File: src/rtl/spi_pixel_rx_if.sv
//==============================================================================
// Module      : spi_pixel_rx_if
// Description : SPI pin bundle plus pixel-write/status outputs of spi_pixel_rx.
// Revision    : 1.0 - initial release
//==============================================================================
`default_nettype none

interface spi_pixel_rx_if;
    logic        SCLK;
    logic        CS_n;
    logic        MOSI;
    logic        SPIDataValid;
    logic [11:0] SPIData;
    logic [15:0] SPIDataAdd;
    logic [1:0]  FraimSel;
    logic [7:0]  ErrCnt;
    logic        Busy;

    modport master (
        output SCLK, CS_n, MOSI,
        input  SPIDataValid, SPIData, SPIDataAdd, FraimSel, ErrCnt, Busy
    );

    modport slave (
        input  SCLK, CS_n, MOSI,
        output SPIDataValid, SPIData, SPIDataAdd, FraimSel, ErrCnt, Busy
    );
endinterface

`default_nettype wire

File: src/rtl/spi_pixel_rx.sv
//==============================================================================
// Module      : spi_pixel_rx
// Description : SPI-slave (mode 0, MSB first) pixel receiver with frame-select
//               command decode and error counting. Optional per-pixel even
//               parity is enabled by defining SPIRX_PARITY_EN.
// Revision    : 1.0 - initial release
//==============================================================================
`default_nettype none

module spi_pixel_rx #(
    parameter int unsigned MEM_DEPTH = 38400,
    parameter logic [7:0]  CMD_PIX   = 8'hA5
) (
    input  logic          Cclk,
    input  logic          rst,
    spi_pixel_rx_if.slave bus
);

`ifdef SPIRX_PARITY_EN
    localparam logic [4:0] C_DATA_BITS = 5'd13;
`else
    localparam logic [4:0] C_DATA_BITS = 5'd12;
`endif
    localparam logic [15:0] C_LAST_ADDR = 16'(MEM_DEPTH - 1);
    localparam logic [16:0] C_DEPTH     = 17'(MEM_DEPTH);

    typedef enum logic [2:0] {
        ST_IDLE = 3'd0,
        ST_CMD  = 3'd1,
        ST_ADDR = 3'd2,
        ST_DATA = 3'd3,
        ST_DROP = 3'd4
    } state_t;

    // Synchronizer and edge-detect stage
    logic r_sclk_meta, r_sclk_sync, r_sclk_prev;
    logic r_cs_meta,   r_cs_sync,   r_cs_prev;
    logic r_mosi_meta, r_mosi_sync;
    logic r_sclk_rise, r_cs_rise, r_cs_fall, r_cs_was_low, r_mosi_s;

    // FSM and datapath
    state_t      r_state, w_state_next;
    logic [14:0] r_shift;
    logic [4:0]  r_bit_cnt;
    logic [15:0] r_addr;
    logic        r_adv;
    logic        r_valid;
    logic [11:0] r_data;
    logic [15:0] r_data_add;
    logic [1:0]  r_fsel;
    logic [7:0]  r_err;

    logic        w_bit;
    logic [15:0] w_shift_in;
    logic [4:0]  w_cnt_inc;
    logic [4:0]  w_len;
    logic        w_done;
    logic [11:0] w_pix;
    logic        w_pix_ok;
    logic        w_shift_en;
    logic        w_cnt_clr;
    logic        w_write;
    logic        w_adv;
    logic        w_err_inc;
    logic        w_fsel_load;
    logic [1:0]  w_fsel_val;
    logic        w_addr_load;

    always_ff @(posedge Cclk) begin
        if (rst) begin
            r_sclk_meta  <= 1'b0;
            r_sclk_sync  <= 1'b0;
            r_sclk_prev  <= 1'b0;
            r_cs_meta    <= 1'b1;
            r_cs_sync    <= 1'b1;
            r_cs_prev    <= 1'b1;
            r_mosi_meta  <= 1'b0;
            r_mosi_sync  <= 1'b0;
            r_sclk_rise  <= 1'b0;
            r_cs_rise    <= 1'b0;
            r_cs_fall    <= 1'b0;
            r_cs_was_low <= 1'b0;
            r_mosi_s     <= 1'b0;
        end else begin
            r_sclk_meta  <= bus.SCLK;
            r_sclk_sync  <= r_sclk_meta;
            r_sclk_prev  <= r_sclk_sync;
            r_cs_meta    <= bus.CS_n;
            r_cs_sync    <= r_cs_meta;
            r_cs_prev    <= r_cs_sync;
            r_mosi_meta  <= bus.MOSI;
            r_mosi_sync  <= r_mosi_meta;
            r_sclk_rise  <= r_sclk_sync & ~r_sclk_prev;
            r_cs_rise    <= r_cs_sync & ~r_cs_prev;
            r_cs_fall    <= ~r_cs_sync & r_cs_prev;
            // Chip select as seen before any rise in this cycle, so a final
            // bit coinciding with CS_n release is still accepted.
            r_cs_was_low <= ~r_cs_prev;
            r_mosi_s     <= r_mosi_sync;
        end
    end

    assign w_bit      = r_sclk_rise & r_cs_was_low;
    assign w_shift_in = {r_shift, r_mosi_s};
    assign w_cnt_inc  = r_bit_cnt + 5'd1;
    assign w_done     = w_bit && (w_cnt_inc == w_len);

`ifdef SPIRX_PARITY_EN
    assign w_pix    = w_shift_in[12:1];
    assign w_pix_ok = ~(^w_shift_in[12:0]);
`else
    assign w_pix    = w_shift_in[11:0];
    assign w_pix_ok = 1'b1;
`endif

    always_comb begin
        w_len = 5'd0;
        case (r_state)
            ST_CMD:  w_len = 5'd8;
            ST_ADDR: w_len = 5'd16;
            ST_DATA: w_len = C_DATA_BITS;
            default: w_len = 5'd0;
        endcase
    end

    always_ff @(posedge Cclk) begin
        if (rst) begin
            r_state <= ST_IDLE;
        end else begin
            r_state <= w_state_next;
        end
    end

    always_comb begin
        w_state_next = r_state;
        w_shift_en   = 1'b0;
        w_cnt_clr    = 1'b0;
        w_write      = 1'b0;
        w_adv        = 1'b0;
        w_err_inc    = 1'b0;
        w_fsel_load  = 1'b0;
        w_fsel_val   = 2'b00;
        w_addr_load  = 1'b0;
        case (r_state)
            ST_IDLE: begin
                if (r_cs_fall) begin
                    w_state_next = ST_CMD;
                    w_cnt_clr    = 1'b1;
                end
            end
            ST_CMD: begin
                w_shift_en = w_bit;
                if (w_done) begin
                    w_cnt_clr = 1'b1;
                    if (w_shift_in[7:0] == CMD_PIX) begin
                        w_state_next = ST_ADDR;
                    end else begin
                        w_state_next = ST_DROP;
                        case (w_shift_in[7:0])
                            8'hF3: begin w_fsel_load = 1'b1; w_fsel_val = 2'b11; end
                            8'hF2: begin w_fsel_load = 1'b1; w_fsel_val = 2'b10; end
                            8'hF0: begin w_fsel_load = 1'b1; w_fsel_val = 2'b00; end
                            default: w_err_inc = 1'b1;
                        endcase
                    end
                end else if (r_cs_rise) begin
                    w_err_inc = 1'b1;
                end
            end
            ST_ADDR: begin
                w_shift_en = w_bit;
                if (w_done) begin
                    w_cnt_clr = 1'b1;
                    if ({1'b0, w_shift_in} < C_DEPTH) begin
                        w_addr_load  = 1'b1;
                        w_state_next = ST_DATA;
                    end else begin
                        w_err_inc    = 1'b1;
                        w_state_next = ST_DROP;
                    end
                end else if (r_cs_rise) begin
                    w_err_inc = 1'b1;
                end
            end
            ST_DATA: begin
                w_shift_en = w_bit;
                if (w_done) begin
                    w_cnt_clr = 1'b1;
                    // A bad-parity pixel still consumes its address slot.
                    w_adv     = 1'b1;
                    w_write   = w_pix_ok;
                    w_err_inc = ~w_pix_ok;
                end
            end
            ST_DROP: begin
                w_state_next = ST_DROP;
            end
            default: begin
                w_state_next = ST_IDLE;
            end
        endcase
        if ((r_state != ST_IDLE) && r_cs_rise) begin
            w_state_next = ST_IDLE;
        end
    end

    always_ff @(posedge Cclk) begin
        if (rst) begin
            r_shift    <= 15'd0;
            r_bit_cnt  <= 5'd0;
            r_addr     <= 16'd0;
            r_adv      <= 1'b0;
            r_valid    <= 1'b0;
            r_data     <= 12'd0;
            r_data_add <= 16'd0;
            r_fsel     <= 2'b00;
            r_err      <= 8'd0;
        end else begin
            if (w_shift_en) begin
                r_shift <= w_shift_in[14:0];
            end
            if (w_cnt_clr) begin
                r_bit_cnt <= 5'd0;
            end else if (w_shift_en) begin
                r_bit_cnt <= w_cnt_inc;
            end
            if (w_addr_load) begin
                r_addr <= w_shift_in;
            end else if (r_adv) begin
                r_addr <= (r_addr == C_LAST_ADDR) ? 16'd0 : r_addr + 16'd1;
            end
            r_adv   <= w_adv;
            r_valid <= w_write;
            if (w_write) begin
                r_data     <= w_pix;
                r_data_add <= r_addr;
            end
            if (w_fsel_load) begin
                r_fsel <= w_fsel_val;
            end
            if (w_err_inc && (r_err != 8'hFF)) begin
                r_err <= r_err + 8'd1;
            end
        end
    end

    assign bus.SPIDataValid = r_valid;
    assign bus.SPIData      = r_data;
    assign bus.SPIDataAdd   = r_data_add;
    assign bus.FraimSel     = r_fsel;
    assign bus.ErrCnt       = r_err;
    assign bus.Busy         = (r_state != ST_IDLE);

endmodule

`default_nettype wire
File: src/flat_wrapper.sv
// flat-port wrapper written by rule: the top's interface ports become plain ports
module spi_pixel_rx_flat 
#(
    parameter int unsigned MEM_DEPTH = 38400,
    parameter logic [7:0]  CMD_PIX   = 8'hA5
)
  (Cclk, rst, bus_SCLK, bus_CS_n, bus_MOSI, bus_SPIDataValid, bus_SPIData, bus_SPIDataAdd, bus_FraimSel, bus_ErrCnt, bus_Busy);
  spi_pixel_rx_if bus_i ();
  input  logic Cclk;
  input  logic rst;
  input wire logic [$bits(bus_i.SCLK)-1:0] bus_SCLK;
  input wire logic [$bits(bus_i.CS_n)-1:0] bus_CS_n;
  input wire logic [$bits(bus_i.MOSI)-1:0] bus_MOSI;
  output wire logic [$bits(bus_i.SPIDataValid)-1:0] bus_SPIDataValid;
  output wire logic [$bits(bus_i.SPIData)-1:0] bus_SPIData;
  output wire logic [$bits(bus_i.SPIDataAdd)-1:0] bus_SPIDataAdd;
  output wire logic [$bits(bus_i.FraimSel)-1:0] bus_FraimSel;
  output wire logic [$bits(bus_i.ErrCnt)-1:0] bus_ErrCnt;
  output wire logic [$bits(bus_i.Busy)-1:0] bus_Busy;
  assign bus_i.SCLK = bus_SCLK;
  assign bus_i.CS_n = bus_CS_n;
  assign bus_i.MOSI = bus_MOSI;
  assign bus_SPIDataValid = bus_i.SPIDataValid;
  assign bus_SPIData = bus_i.SPIData;
  assign bus_SPIDataAdd = bus_i.SPIDataAdd;
  assign bus_FraimSel = bus_i.FraimSel;
  assign bus_ErrCnt = bus_i.ErrCnt;
  assign bus_Busy = bus_i.Busy;
  spi_pixel_rx #(.MEM_DEPTH(MEM_DEPTH), .CMD_PIX(CMD_PIX)) u_core (.Cclk(Cclk), .rst(rst), .bus(bus_i));
endmodule
File: config.mk
export PLATFORM = sky130hd
export DESIGN_NAME = spi_pixel_rx_flat
export DESIGN_NICKNAME = d
export VERILOG_FILES = /design/src/rtl/spi_pixel_rx_if.sv /design/src/rtl/spi_pixel_rx.sv /design/src/flat_wrapper.sv
export SDC_FILE = /design/constraint.sdc
export NUM_CORES = 1
export LEC_CHECK = 0
export CORE_MARGIN = 5
export CORE_UTILIZATION = 60
export CTS_BUF_LIST = sky130_fd_sc_hd__clkbuf_16
export DETAILED_ROUTE_END_ITERATION = 12
export GPL_ROUTABILITY_DRIVEN = 0
export PLACE_DENSITY = 0.84
export SLEW_MARGIN = 20
export SYNTH_ARGS = -nofsm -noshare
export SYNTH_HDL_FRONTEND = slang
export SYNTH_SLANG_ARGS = --single-unit
File: constraint.sdc
create_clock -name Cclk -period 6.4 [get_ports Cclk]
set_clock_uncertainty 0.2 [all_clocks]
set_input_delay 1.6 -clock Cclk [delete_from_list [all_inputs] [get_ports Cclk]]
set_output_delay 1.6 -clock Cclk [all_outputs]
set_load 0.03 [all_outputs]
==> results of run 1 <==
## worst min path at each step
stage	endpoint	slack, ns	cells after the start
after floorplan	u_core.r_sclk_rise	0.17	1
final	u_core.r_sclk_rise	0.18	1
after global placement	u_core.r_sclk_rise	0.17	1
after detailed placement	u_core.r_sclk_rise	0.18	1
after global routing	u_core.r_sclk_rise	0.21	1
after CTS	u_core.r_sclk_rise	0.18	1
## synth_stat cells, drive strengths merged, types with 2 or more instances
cell type  number  area (um^2)
nor3            9         45.0
clkbuf         16         60.1
nand3          24          120
o21ai           6         30.0
a21oi           6         33.8
nand2          27          101
o21a            3         22.5
and2            4         25.0
buf            10         72.6
nor2b          16          100
o211ai          3         22.5
o41ai           2         17.5
or4             2         15.0
and4bb          2         25.0
xnor2           8         77.6
a31oi          12         75.1
xor2           10         87.6
and3            8         51.3
mux2            3         33.8
nand4           7         43.8
nor4            4         25.0
a221oi          2         17.5
nand3b          8         60.1
ha              4         50.1
or2             4         25.0
o311a           2         20.0
nand2b          2         12.5
a211oi          5         37.5
or3             4         25.0
inv            11         41.3
dfxtp          91         1820
mux2i          47          470
nor2           79          297
nor3b           3         27.5
## logic make-up (layout without fill, tap and decap cells)
kind of cell	Yosys count	after routing
flops	91	91
mux	50	50
xor+xnor	19	19
simple gates	207	207
fa+ha+maj	4	4
buf+inv	37	74
compound gates	53	53
## registers in the layout, summed over array words and instances (netlist names), 2 cells and up
signal                 cells
u_core.bus.SPIDataAdd     16
u_core.r_addr             16
u_core.r_shift            15
u_core.bus.SPIData        12
u_core.bus.ErrCnt          8
u_core.r_bit_cnt           5
u_core.r_state             3
u_core.bus.FraimSel        2
## final cells by class
cell class	instances	share of cell area [%]
Sequential cell	91	37.4
Multi-Input combinational cell	333	44.7
Inverter	11	0.848
Clock inverter	7	0.925
Timing Repair Buffer	47	9.40
Tap cell	80	2.05
Clock buffer	9	4.62
## per-stage QoR
stage / worst slack, ns / std cells
2_1_floorplan: 3.63 / 461
4_1_cts: 2.78 / 578
5_1_grt: 2.70 / 578
3_3_place_gp: 3.13 / 562
6_report: 2.79 / 578
3_5_place_dp: 3.09 / 562
## power groups by stage
stage,sequential (mW),combinational [mW],clock (mW)
finish,0.590,0.169,0.476
global route,0.593,0.185,0.511
global placement,0.601,0.158,0
detailed placement,0.602,0.163,0
CTS,0.590,0.163,0.485
floorplan,0.591,0.152,0
## per-layer routing
metal | vias up | wire length (um)
li1 | 1689 | -
met1 | 1584 | 4150
met2 | 108 | 3920
met3 | 14 | 486
met4 | 0 | 121
met5 | - | 0
## placed cells by master, fill, tap and decap left out, drive strengths merged, types with 9 or more instances in the layout
master,instances
clkdlybuf4s50,43
nand3,24
xor2,10
clkbuf,9
mux2i,47
dfxtp,91
nor3,9
nor2b,16
a31oi,12
nor2,79
nand2,27
inv,13
==> results.sh, run 1 <==
export IMPL_drc=0
export IMPL_start_util_pct=61.5
export IMPL_worst_pin_slew_ns=1.04
export IMPL_grt_max_degree=53
export IMPL_slew_viol_final=0
export IMPL_cts_max_path_buffers=2
export IMPL_cp_cell_sequence="or3_1 > clkdlybuf4s50_1"
export IMPL_power_density_nw_per_um2=253
export IMPL_n_fill_cell=512
export IMPL_dp_hpwl_um=5870
export IMPL_async_flop_share_pct=0
export IMPL_setup_viol=0
export IMPL_grt_util_met3_pct=4.99
export IMPL_synth_nets=470
export IMPL_cts_root_buffer="clkbuf_16"
export IMPL_drt_total_wl_um=8680
export IMPL_fin_nets=502
export IMPL_num_io_pins=45
export IMPL_p_sw_mw=0.336
export IMPL_r2r_setup_slack_ns=3.09
export IMPL_r2r_start="u_core.r_bit_cnt[0]"
export IMPL_maxCapViolCount=0
export IMPL_fmax_mhz=277
export IMPL_grt_util_met2_pct=31.0
export IMPL_synth_distinct_cells=59
export IMPL_seq_power_share_pct=47.8
export IMPL_die_x_um=93.2
export IMPL_die_area_um2=8690
export IMPL_final_core_util_pct=72.1
export IMPL_status="completed"
export IMPL_die_y_um=93.2
export IMPL_clock_latency_ns=0.33
export IMPL_met1_usage_pct=28.3
export IMPL_cts_resized=0
export IMPL_hp_start="u_core.r_sclk_prev"
export IMPL_crit_slowest_cell="clkdlybuf4s50_1"
export IMPL_multiInputGateArea_um2=2180
export IMPL_placed_cell_area_um2=4590
export IMPL_grt_pass1_vias=3041
export IMPL_worstPathRequired_ns=4.60
export IMPL_dr_pass1_iters=5
export IMPL_synthCells=461
export IMPL_synth_compound_area_share_pct=9.15
export IMPL_busiest_layer="met2"
export IMPL_ys_seq_area_share_pct=43.8
export IMPL_yosys_warnings=0
export IMPL_synthAdderAreaFrac_pct=1.20
export IMPL_layout_worst_path_cycle_share_pct=56.5
export IMPL_antenna_found_initial=0
export IMPL_finalHoldViolCount=0
export IMPL_total_power_mw=1.23
export IMPL_rsz0062_at_grt="no"
export IMPL_synth_xor_area_share_pct=4.52
export IMPL_synth_edff_count=0
export IMPL_coreArea_um2=6760
export IMPL_clkSlewWorstSetupHoldPaths_ns=0.06
export IMPL_r2r_end="u_core.bus.SPIDataAdd[3]"
export IMPL_crit_arrival_ns=1.81
export IMPL_switching_share_pct=27.2
export IMPL_critPathMaxFanout=13
export IMPL_synthMuxAreaShare_pct=12.1
export IMPL_syn_area_per_cell_um2=9.01
export IMPL_register_area_um2=1820
export IMPL_ant_nets=0
export IMPL_critPathLaunchType="flip-flop"
export IMPL_syn_area_um2=4160
export IMPL_power_frac_comb_pct=13.7
export IMPL_power_leakage_nw=1.73
export IMPL_ctsHtreeMaxLevel=3
export IMPL_critPathCaptureType="output pin"
export IMPL_post_cts_buffers=0
export IMPL_final_setup_tns_ns=0
export IMPL_whs_ns=0.180
export IMPL_synthSimpleGateAreaFrac_pct=25.0
export IMPL_design_area_um2=4870
export IMPL_endpoint="bus_Busy"
export IMPL_numCtsBuffers=9
export IMPL_wl_per_cell_um=15.0
export IMPL_drive_above_1_share_pct=7.23
export IMPL_drtIter0Drc=351
export IMPL_grt_use_total_pct=20.4
export IMPL_critPathBufInv=1
export IMPL_n_antenna_cell=0
export IMPL_grt_remaining_overflow=0
export IMPL_cp_slowest_stage_delay_ns=0.69
export IMPL_cts_sinks=91
export IMPL_critical_path_depth=2
export IMPL_p_clk_share_pct=38.5
export IMPL_cts_hold_buffers_added=0
export IMPL_final_min_clock_period_ns=3.61
export IMPL_synth_seq_cells=91
export IMPL_rows=30
export IMPL_tritoncts="yes"
export IMPL_synth_main_ff_cell="dfxtp_1"
export IMPL_syn2layout_area_growth_pct=17.2
export IMPL_vdd_drop_max_mv=0.215
export IMPL_critPathKind="reg2out"
export IMPL_slew_headroom_pct=30.5
export IMPL_hp_class="reg2reg"
export IMPL_critPathLaunch="u_core.r_state[2]"
export IMPL_timing_reg2reg_worst_path_depth=8
export IMPL_vias=3395
export IMPL_p_int_mw=0.899
export IMPL_viasPerCell=5.87
export IMPL_port_buffers=44
export IMPL_grt_pass1_wl_um=14500
export IMPL_synth_top_family_by_area="simple AND/OR/NAND/NOR gates"
export IMPL_crit_family="buffers and inverters"
No activity file was read; power rests on OpenSTA's default activity.
==> inputs of run 2 (changes only) <==
- CORE_UTILIZATION: 60 -> 51
- PLACE_DENSITY: 0.84 -> 0.76
- clock period: 6.4 -> 3.1 ns (I/O delays scaled with it)
==> run 2 against run 1 <==
  * Setup slack worse by 2.5 ns
  * Sequential cell count unchanged
  * Power up 110%
  * Sequential power up 110%
  * Count of clock-buffer cells in the layout unchanged
  * Clock power up 110%
  * Cell area up 1.1%
  * First-iteration DRC count down 14%
  * Combinational power up 110%
  * Routed wire length up 1.9%
  * Via count up 0.94%
  * Critical path type unchanged
  * Largest power group unchanged
==> results.sh, run 2 (synthesis gave the netlist of run 1 again) <==
export IMPL_cp_slowest_stage_delay_ns=0.70
export IMPL_critPathCaptureType="output pin"
export IMPL_port_buffers=44
export IMPL_worst_pin_slew_ns=0.572
export IMPL_total_power_mw=2.56
export IMPL_drtIter0Drc=301
export IMPL_power_density_nw_per_um2=520
export IMPL_critPathLaunchType="flip-flop"
export IMPL_power_leakage_nw=1.75
export IMPL_start_util_pct=51.3
export IMPL_clock_latency_ns=0.34
export IMPL_cp_cell_sequence="or3_1 > clkdlybuf4s50_1"
export IMPL_grt_pass1_wl_um=15000
export IMPL_hp_start="u_core.r_sclk_prev"
export IMPL_final_min_clock_period_ns=2.85
export IMPL_slew_viol_final=0
export IMPL_numCtsBuffers=9
export IMPL_multiInputGateArea_um2=2170
export IMPL_hp_class="reg2reg"
export IMPL_drc=0
export IMPL_timing_reg2reg_worst_path_depth=6
export IMPL_grt_remaining_overflow=0
export IMPL_final_setup_tns_ns=0
export IMPL_setup_viol=0
export IMPL_post_cts_buffers=0
export IMPL_crit_arrival_ns=1.88
export IMPL_maxCapViolCount=0
export IMPL_grt_use_total_pct=18.2
export IMPL_tritoncts="yes"
export IMPL_viasPerCell=5.65
export IMPL_crit_family="buffers and inverters"
export IMPL_final_cell_mix="dfxtp_1 (91), nor2_1 (79), mux2i_1 (47)"
export IMPL_crit_slowest_cell="clkdlybuf4s50_1"
export IMPL_worstPathRequired_ns=2.12
export IMPL_fmax_mhz=350
export IMPL_cts_resized=0
export IMPL_die_x_um=100
export IMPL_hold_end="u_core.r_sclk_rise"
export IMPL_cts_sinks=91
export IMPL_critPathMaxFanout=13
export IMPL_vdd_drop_max_mv=0.322
export IMPL_drt_total_wl_um=8840
export IMPL_wl_per_cell_um=14.6
export IMPL_vias=3427
export IMPL_cts_hold_buffers_added=0
export IMPL_die_area_um2=10100
export IMPL_die_y_um=100
export IMPL_antenna_found_initial=0
export IMPL_slew_headroom_pct=61.5
export IMPL_critPathKind="reg2out"
export IMPL_layout_commonest_cell="dfxtp_1"
export IMPL_finalHoldViolCount=0
export IMPL_dr_pass1_iters=4
export IMPL_n_fill_cell=716
export IMPL_layout_worst_path_cycle_share_pct=92.1
export IMPL_hold_depth=1
export IMPL_critPathBufInv=1
export IMPL_syn2layout_area_growth_pct=18.5
export IMPL_ctsHtreeMaxLevel=3
export IMPL_ant_nets=0
export IMPL_r2r_start="u_core.r_state[0]"
export IMPL_rsz0062_at_grt="no"
export IMPL_r2r_end="u_core.bus.ErrCnt[5]"
export IMPL_grt_pass1_vias=3150
export IMPL_fin_nets=506
export IMPL_num_io_pins=45
export IMPL_rows=33
export IMPL_grt_max_degree=54
export IMPL_n_antenna_cell=0
export IMPL_dp_hpwl_um=6080
export IMPL_drive_above_1_share_pct=7.57
export IMPL_cts_root_buffer="clkbuf_16"
export IMPL_cts_max_path_buffers=2
export IMPL_clkSlewWorstSetupHoldPaths_ns=0.06
export IMPL_coreArea_um2=8090
export IMPL_r2r_setup_slack_ns=0.35
export IMPL_status="completed"
export IMPL_register_area_um2=1820
run 2: cell count changes in the layout (fill, tap and decap cells not counted), sizes merged:
cell    previous run  this run
buf                4         8
clkinv             3         2
inv               13        14
run 2: worst max-delay path by stage:
| stage | from | endpoint | slack [ns] | cells past startpoint |
|---|---|---|---|---|
| floorplan | u_core.r_bit_cnt[0] | u_core.bus.ErrCnt[3] | 0.66 | 9 |
| global placement | u_core.r_state[0] | u_core.bus.ErrCnt[5] | 0.50 | 6 |
| detailed placement | u_core.r_state[0] | u_core.bus.ErrCnt[5] | 0.40 | 6 |
| CTS | u_core.r_state[2] | bus_Busy | 0.27 | 2 |
| global route | u_core.r_state[2] | bus_Busy | 0.20 | 2 |
| finish | u_core.r_state[2] | bus_Busy | 0.25 | 2 |
run 2: where the power goes:
part	internal (mW)	total (mW)	switching [mW]	leakage, nW
Sequential	1.19	1.22	0.0329	0.735
Combinational	0.143	0.360	0.217	0.879
Clock	0.540	0.981	0.441	0.134
run 2: layer usage:
layer | part of all wire, % | routed length [um] | track usage [%]
met5 | 0 | 0 | 0
met4 | 2.2 | 195 | 9.02
met3 | 5.4 | 477 | 3.68
met2 | 45 | 3940 | 26.6
met1 | 48 | 4230 | 25.6
run 2: stage by stage:
step | util (%) | cell area (um^2) | hold slack (ns) | setup slack [ns] | cells
global route | 60.8 | 4920 | 0.220 | 0.203 | 607
finish | 60.8 | 4920 | 0.184 | 0.245 | 607
floorplan | - | 4160 | 0.167 | 0.663 | 461
CTS | 60.8 | 4920 | 0.186 | 0.270 | 607
detailed placement | 57.5 | 4650 | 0.178 | 0.397 | 591
global placement | 57.5 | 4650 | 0.173 | 0.503 | 591
run 2: area by class of cell:
| type | count | area share [%] |
|---|---|---|
| multi-input combinational | 333 | 44.1 |
| sequential | 91 | 37.0 |
| timing repair buffer | 51 | 9.91 |
| clock buffer | 9 | 4.58 |
| tap | 105 | 2.67 |
| clock inverter | 7 | 0.915 |
| inverter | 11 | 0.839 |
==> inputs of run 3 (changes only) <==
- CORE_UTILIZATION: 51 -> 60
- PLACE_DENSITY: 0.76 -> 0.84
- clock period: 3.1 -> 3.62 ns (I/O delays scaled with it)
==> run 3 against run 2 <==
  * Register-to-register slack improved by 0.47 ns
  * Via count decreased by 2.1%
  * Highest routed layer unchanged
  * Setup slack improved by 0.45 ns
  * Count of clock-buffer cells in the layout unchanged
  * Global-route usage increased by 2.7 points
  * Power decreased by 11%
  * Non-clock buffer count decreased by 2
  * First-iteration DRC count decreased by 4.7%
==> results.sh, run 3 (synthesis gave the netlist of run 1 again) <==
export IMPL_status="completed"
export IMPL_critical_path_depth=2
export IMPL_p_int_mw=1.68
export IMPL_die_area_um2=8690
export IMPL_final_cell_mix="dfxtp_1 (91), nor2_1 (79), mux2i_1 (47)"
export IMPL_crit_arrival_ns=1.82
export IMPL_layout_worst_path_cycle_share_pct=80.7
export IMPL_design_area_um2=4910
export IMPL_antenna_found_initial=0
export IMPL_drt_total_wl_um=8590
export IMPL_slew_headroom_pct=39.6
export IMPL_crit_slowest_cell="clkdlybuf4s50_1"
export IMPL_pre_cts_ws_ns=0.873
export IMPL_grt_max_degree=62
export IMPL_wl_per_cell_um=14.8
export IMPL_dp_cells=564
export IMPL_tritoncts="yes"
export IMPL_critPathCaptureType="output pin"
export IMPL_rsz0062_at_grt="no"
export IMPL_hp_class="reg2reg"
export IMPL_critPathBufInv=1
export IMPL_grt_pass1_wl_um=14600
export IMPL_post_cts_buffers=0
export IMPL_p_clk_share_pct=40.8
export IMPL_ant_nets=0
export IMPL_dp_hpwl_um=5850
export IMPL_seq_power_share_pct=45.9
export IMPL_drive_above_1_share_pct=7.40
export IMPL_die_y_um=93.2
export IMPL_worst_pin_slew_ns=0.905
export IMPL_finalHoldViolCount=0
export IMPL_maxCapViolCount=0
export IMPL_critPathMaxFanout=11
export IMPL_switching_share_pct=26.4
export IMPL_fin_nets=504
export IMPL_grt_pass1_vias=3092
export IMPL_placed_cell_area_um2=4610
export IMPL_dr_pass1_iters=5
export IMPL_fin_ws_ns=0.698
export IMPL_timing_reg2reg_worst_path_depth=6
export IMPL_coreArea_um2=6760
export IMPL_numCtsBuffers=9
export IMPL_cts_sinks=91
export IMPL_total_power_mw=2.28
export IMPL_critPathLaunchType="flip-flop"
export IMPL_grt_remaining_overflow=0
export IMPL_critPathKind="reg2out"
export IMPL_cts_root_buffer="clkbuf_16"
export IMPL_power_frac_comb_pct=13.3
export IMPL_drc=0
export IMPL_drtIter0Drc=287
export IMPL_vdd_drop_max_mv=0.283
export IMPL_cts_max_path_buffers=2
export IMPL_start_util_pct=61.5
export IMPL_clkSlewWorstSetupHoldPaths_ns=0.06
export IMPL_crit_family="buffers and inverters"
export IMPL_whs_ns=0.199
export IMPL_stdcell_count=580
export IMPL_fmax_mhz=342
export IMPL_setup_viol=0
export IMPL_cts_resized=0
export IMPL_die_x_um=93.2
export IMPL_final_min_clock_period_ns=2.92
export IMPL_cts_hold_buffers_added=0
export IMPL_port_buffers=44
export IMPL_slew_viol_final=0
export IMPL_rows=30
export IMPL_grt_use_total_pct=20.9
export IMPL_cp_cell_sequence="or3_1 > clkdlybuf4s50_1"
export IMPL_num_io_pins=45
export IMPL_viasPerCell=5.78
export IMPL_vias=3354
export IMPL_final_setup_tns_ns=0
export IMPL_clock_latency_ns=0.34
export IMPL_syn2layout_area_growth_pct=18.1
export IMPL_n_antenna_cell=0
export IMPL_worstPathRequired_ns=2.51
export IMPL_ctsHtreeMaxLevel=3
export IMPL_hold_depth=1
export IMPL_layout_commonest_cell="dfxtp_1"
export IMPL_power_leakage_nw=1.75
export IMPL_final_core_util_pct=72.6
export IMPL_cp_slowest_stage_delay_ns=0.61
export IMPL_p_sw_mw=0.601
export IMPL_power_density_nw_per_um2=464
run 3: cell count changes in the layout (fill, tap and decap cells not counted):
cell,change
clkinv_4,+1
clkinv_2,-1
inv_1,-2
inv_8,+1
bufinv_16,+1
buf_4,-2
inv_6,-1
clkinv_1,+1
run 3: worst paths after layout:
| kind | start | endpoint | slack (ns) |
|---|---|---|---|
| worst max-delay path | u_core.r_state[0] | bus_Busy | 0.70 |
| worst min-delay path | u_core.r_sclk_prev | u_core.r_sclk_rise | 0.20 |
| worst max register to register | u_core.r_state[0] | u_core.r_addr[3] | 0.82 |
| worst min register to register | u_core.r_sclk_prev | u_core.r_sclk_rise | 0.20 |
run 3: area by class of cell:
class / count / area [um^2]
Timing Repair Buffer: 49 / 473
Fill cell: 520 / 1850
Clock buffer: 9 / 225
Sequential cell: 91 / 1820
Inverter: 11 / 41.3
Multi-Input combinational cell: 333 / 2170
Tap cell: 80 / 100
Clock inverter: 7 / 77.6
run 3: routing by layer:
| layer | wire (um) | track usage, % | part of all wire, % | vias up |
|---|---|---|---|---|
| met5 | 0 | 0 | 0 | - |
| met4 | 140 | 8.67 | 1.6 | 0 |
| li1 | - | - | - | 1695 |
| met2 | 3890 | 31.9 | 45 | 92 |
| met3 | 448 | 4.10 | 5.2 | 9 |
| met1 | 4120 | 28.9 | 48 | 1558 |
run 3: power by group through the flow:
stage                     clock (mW)  sequential, mW  combinational (mW)
final                          0.930            1.05               0.303
after global routing           0.995            1.05               0.330
after CTS                      0.947            1.05               0.303
after detailed placement           0            1.07               0.301
after global placement             0            1.07               0.296
after floorplan                    0            1.04               0.269
